## config.mk

```make
export PLATFORM = sky130hd
export DESIGN_NAME = fetch_unit
export DESIGN_NICKNAME = d
export VERILOG_FILES = /design/src/rtl/fetch_unit.sv
export SDC_FILE = /design/constraint.sdc
export NUM_CORES = 1
export LEC_CHECK = 0
export ABC_CLOCK_PERIOD_IN_PS = 3700
export CORE_MARGIN = 8
export CORE_UTILIZATION = 40
export DETAILED_ROUTE_END_ITERATION = 12
export PLACE_DENSITY = 0.85
export REMOVE_ABC_BUFFERS = 1
export SLEW_MARGIN = 20
export SYNTH_ARGS = -nofsm -noshare
export SYNTH_HDL_FRONTEND = slang
export SYNTH_SLANG_ARGS = --single-unit
```

## constraint.sdc

```tcl
create_clock -name clk -period 3.7 [get_ports clk]
set_input_delay 1.11 -clock clk [delete_from_list [all_inputs] [get_ports clk]]
set_output_delay 1.11 -clock clk [all_outputs]
set_load 0.05 [all_outputs]
```

## src/rtl/fetch_unit.sv

```systemverilog
// Instruction fetch stage: owns the PC, runs a single-outstanding request/response
// handshake to instruction memory and presents the decoded fields of the held word.
module fetch_unit #(
    parameter logic [31:0] RESET_PC = 32'h0000_0000,
    parameter int          TIMEOUT  = 16
) (
    input  logic        clk,
    input  logic        reset,
    input  logic        stall,
    input  logic        zero,
    input  logic        branch,
    input  logic        pcsrc_j,
    input  logic        pcsrc_jal,
    input  logic        pcsrc_jr,
    input  logic [31:0] jr_target,
    output logic        imem_req,
    output logic [31:0] imem_addr,
    input  logic        imem_ready,
    input  logic        imem_rvalid,
    input  logic [31:0] imem_rdata,
    output logic [31:0] instr,
    output logic [5:0]  opcode,
    output logic [4:0]  rs,
    output logic [4:0]  rt,
    output logic [4:0]  rd,
    output logic [4:0]  shamt,
    output logic [5:0]  funct,
    output logic [15:0] imm16,
    output logic [31:0] pc,
    output logic [31:0] pc_plus4,
    output logic        inst_valid,
    output logic        misalign,
    output logic        fetch_err
);

    localparam int CW = (TIMEOUT > 2) ? $clog2(TIMEOUT) : 1;
    localparam logic [CW-1:0] CNT_LAST = CW'(TIMEOUT - 1);

    typedef enum logic [1:0] {ISSUE, WAIT, HOLD} state_t;

    state_t        state;
    state_t        state_next;
    logic [CW-1:0] cnt;
    logic [CW-1:0] cnt_next;
    logic [31:0]   next_pc;
    logic [31:0]   branch_off;
    logic          capture;
    logic          consume;
    logic          timeout;

    assign opcode   = instr[31:26];
    assign rs       = instr[25:21];
    assign rt       = instr[20:16];
    assign rd       = instr[15:11];
    assign shamt    = instr[10:6];
    assign funct    = instr[5:0];
    assign imm16    = instr[15:0];
    assign pc_plus4 = pc + 32'd4;

    // Request is masked while reset is held so nothing is accepted mid-reset.
    assign imem_req  = (state == ISSUE) && !reset;
    assign imem_addr = pc;

    assign capture    = (state == WAIT) && imem_rvalid;
    assign timeout    = (state == WAIT) && !imem_rvalid && (cnt == CNT_LAST);
    assign consume    = (state == HOLD) && inst_valid && !stall;
    assign branch_off = {{14{imm16[15]}}, imm16, 2'b00};

    always_comb begin
        next_pc = pc_plus4;
        if (pcsrc_jr) begin
            next_pc = {jr_target[31:2], 2'b00};
        end else if (pcsrc_j || pcsrc_jal) begin
            next_pc = {pc_plus4[31:28], instr[25:0], 2'b00};
        end else if (branch && zero) begin
            next_pc = pc_plus4 + branch_off;
        end
    end

    always_comb begin
        state_next = state;
        cnt_next   = cnt;
        case (state)
            ISSUE: begin
                if (imem_ready) begin
                    state_next = WAIT;
                    cnt_next   = '0;
                end
            end
            WAIT: begin
                if (imem_rvalid) begin
                    state_next = HOLD;
                end else if (timeout) begin
                    state_next = ISSUE;
                end else begin
                    cnt_next = cnt + 1'b1;
                end
            end
            HOLD: begin
                if (consume) begin
                    state_next = ISSUE;
                end
            end
            default: state_next = ISSUE;
        endcase
    end

    // A timeout returns to ISSUE with pc untouched, so the same word is re-requested.
    always_ff @(posedge clk) begin
        if (reset) begin
            state      <= ISSUE;
            cnt        <= '0;
            pc         <= {RESET_PC[31:2], 2'b00};
            instr      <= '0;
            inst_valid <= 1'b0;
            misalign   <= 1'b0;
            fetch_err  <= 1'b0;
        end else begin
            state     <= state_next;
            cnt       <= cnt_next;
            misalign  <= consume && pcsrc_jr && (jr_target[1:0] != 2'b00);
            fetch_err <= timeout;
            if (capture) begin
                instr      <= imem_rdata;
                inst_valid <= 1'b1;
            end
            if (consume) begin
                pc         <= next_pc;
                inst_valid <= 1'b0;
            end
        end
    end

endmodule

```

==> results.ini <==
[worst_setup_path]
path_max_fanout = 4
cp-end-kind = flop
arrival_ns = 3.95
start_kind = flop
cp.required_ns = 3.94
worstSetupPathType = reg2reg

[die]
die_w_um = 139
core_region_area_um2 = 15000
die_y_um = 139
dieArea_um2 = 19300
start_util = 0.402
num_rows = 45
ios = 254

[synthesis]
ys_warn_count = 0
synth-seq-cells = 71
synth_area_leaders = dfxtp_1 (24%), buf_4 (10%), nand2_1 (8.4%)
synth_edf_count = 0
syn_avg_cell_area_um2 = 7.24
ys_async_sr_fraction = 0
yosys.area.top_type = dfxtp_1
synth_ff_type = dfxtp_1
synth.distinct_cells = 60
syn_area_um2 = 6030
yosys.area.top_type_share = 0.236
yosysSeqAreaShare = 0.236
synth_cells = 832

[power_and_ir_drop]
sw_frac_of_total = 0.316
ir_drop_v = 0.000287
p_switching_mw = 0.728
clockPowerShare = 0.425
comb_power_share = 0.223
powerDensity_nw_per_um2 = 239
power_leakage_nw = 3.74
intPower_mw = 1.57
finalPower_mw = 2.30
seq_power_share = 0.352

[drt]
routedWlPerCell_um = 20.1
antenna_left = 0
drcViolationCount = 1
viasPerCell = 5.71
firstDrtPassIters = 9
drtIter0Drc = 785
vias = 7164
wl_um = 25200

[timing]
fin_setup_tns_ns = -0.0122
setup_viol = 1
rsz0062_at_grt = yes
holdWs_ns = 0.473
setup_ws_ns = -0.0122
hold_viol_final = 0
final_max_slew_viol_count = 0
layout_min_cycle_time_ns = 3.71
fmax_mhz = 269
relSlewSlack = 0.462
tightest_slew_ns = 0.807
period_share = 1.00
clock_skew_ns = 0.00852

[placement]
portBuffers = 247
place_congestion = 0.959
dp.final_hpwl_um = 18100

[worst_hold_path]
hold_class = reg2reg

[clock_network]
clk_pin_slew_ns = 0.06
root_buffer = clkbuf_16
clock_latency_ns = 0.35
cts_tree = done
cts_inserted_buffers = 9
clock_path_buffers = 2
clock_sinks = 71
h-tree-depth = 3

[global_routing]
overflow = 0
grt_pass1_wl_um = 37500
antenna_found_initial = 0
grt_usage = 0.240
grt_max_degree = 69
grt_pass1_vias = 7036

[final_layout]
area_growth_pct = 59.4
num_antenna_cells = 0
drive_gt1_frac = 0.195
fin_nets = 1173

[job]
maxCapViolations = 0

[status]
status = finished with violations
violations = DRC, setup timing

[routing by layer]
layer,GRT usage,up-vias,routed length [µm]
met3,0.0592,80,2270
li1,-,3312,-
met2,0.411,393,12500
met1,0.278,3379,9500
met5,0,-,0
met4,0.110,0,904
[layout make-up]
class | count | area, µm²
fillers | 1178 | 5370
flip-flops and latches | 71 | 1430
multi-input cells | 622 | 4160
clock buffers | 9 | 225
well taps | 188 | 235
repair buffers | 343 | 3410
clock inverters | 7 | 97.6
inverters | 14 | 52.6
[cell families (layout without fill, tap and decap cells)]
kind of cell | Yosys count | in the layout | share of synthesized area
AND/OR/NAND/NOR | 309 | 309 | 0.234
AO/OA/AOI/OAI | 214 | 214 | 0.227
buffers and inverters | 144 | 373 | 0.142
XOR/XNOR | 54 | 54 | 0.0785
multiplexers | 1 | 1 | 0.00166
other | 1 | 6 | 0.000622
adder cells (fa/ha/maj) | 38 | 38 | 0.0801
flip-flops | 71 | 71 | 0.236
[Yosys cell counts (3+ instances only)]
| cell | count |
|---|---|
| clkbuf_1 | 42 |
| o211ai_1 | 15 |
| a31oi_1 | 8 |
| a211oi_1 | 25 |
| xnor2_1 | 26 |
| nand2_1 | 135 |
| o21ai_0 | 24 |
| xor2_1 | 28 |
| o22ai_1 | 3 |
| nand3b_1 | 4 |
| nand2b_1 | 5 |
| nor2_1 | 70 |
| nor3_1 | 23 |
| and4_1 | 3 |
| ha_1 | 37 |
| a21o_1 | 10 |
| nand3_1 | 22 |
| nor4b_1 | 3 |
| or4_1 | 3 |
| o31ai_1 | 4 |
| o21ai_1 | 10 |
| buf_4 | 84 |
| a221oi_1 | 3 |
| and2_1 | 3 |
| buf_1 | 3 |
| inv_1 | 13 |
| nand4_1 | 14 |
| o21bai_1 | 5 |
| a21oi_1 | 79 |
| nor2b_1 | 5 |
| and3_1 | 9 |
| a311oi_1 | 8 |
| dfxtp_1 | 71 |
[sequential cells by signal (all words and copies together) (netlist names)]
signal      flops
instr          32
imem_addr      30
cnt             4
state           2
fetch_err       1
inst_valid      1
misalign        1
[power by group through the flow]
stage | Sequential [mW] | Combinational, mW | Clock, mW
6_report | 0.809 | 0.513 | 0.978
5_1_grt | 0.811 | 0.539 | 1.02
4_1_cts | 0.807 | 0.504 | 0.981
3_5_place_dp | 0.824 | 0.500 | 0
3_3_place_gp | 0.823 | 0.494 | 0
2_1_floorplan | 0.944 | 0.134 | 0
[cells in the final DEF (no fill, tap or decap), drive strengths merged, types with 3 or more instances in the layout]
master,synthesis,routed
o21bai,5,5
inv,13,13
clkbuf,42,9
buf,88,124
xor2,28,28
o211ai,15,15
nand2b,5,5
nand3b,4,4
a311oi,8,8
nand3,22,22
or4,3,3
dfxtp,71,71
a211oi,26,26
nor2b,5,5
clkinv,1,4
a2111oi,3,3
nor2,70,70
nand4,14,14
o22ai,3,3
nor4b,3,3
a21oi,79,79
o31ai,4,4
nor3,23,23
and4,3,3
a31oi,8,8
nand2,135,135
a21o,10,10
o311ai,3,3
xnor2,26,26
a221oi,3,3
and3,9,9
and2,3,3
o21ai,34,34
clkdlybuf4s50,0,219
o31a,3,3
nor4,3,3
ha,37,37
conb,1,6
[timing repair]
item,CTS,global route
endpoints found under the setup margin,10,22
pin swaps,5,23
hold buffers,0,0
buffers inserted,4,9
gates resized for setup,18,58
[worst paths after layout]
kind | startpoint | cells after the start | slack (ns) | end
worst max-delay path | imem_addr[7] | 16 | -0.01 | imem_addr[31]
worst min-delay path | instr[28] | 2 | 0.47 | instr[28]
worst max register to register | imem_addr[7] | 16 | -0.01 | imem_addr[31]
worst min register to register | instr[28] | 2 | 0.47 | instr[28]
[critical path, cell delays in order (launching register included)]
cell and delay (ns):
dfxtp_2 0.33, nand4_1 0.20, or4_4 0.53, buf_6 0.16, nor4_4 0.13, buf_4 0.16
nand4_1 0.16, xnor2_2 0.21, buf_4 0.15, ha_4 0.27, and3_4 0.19, nor2b_2 0.15
o211ai_1 0.12, a2111oi_1 0.40, o21bai_2 0.19, nor4b_1 0.07, nand3b_1 0.17
[metrics by stage]
stage / cell area [µm²] / utilization / setup slack [ns] / cells
after detailed placement: 8780 / 0.586 / -0.192 / 1225
after floorplan: 5240 / - / -1.58 / 707
after global routing: 9610 / 0.642 / -0.0865 / 1254
after global placement: 8780 / 0.586 / -0.0719 / 1225
after CTS: 9220 / 0.616 / -0.0139 / 1245
final: 9610 / 0.642 / -0.0122 / 1254
Power figures use the tool's default switching activity.
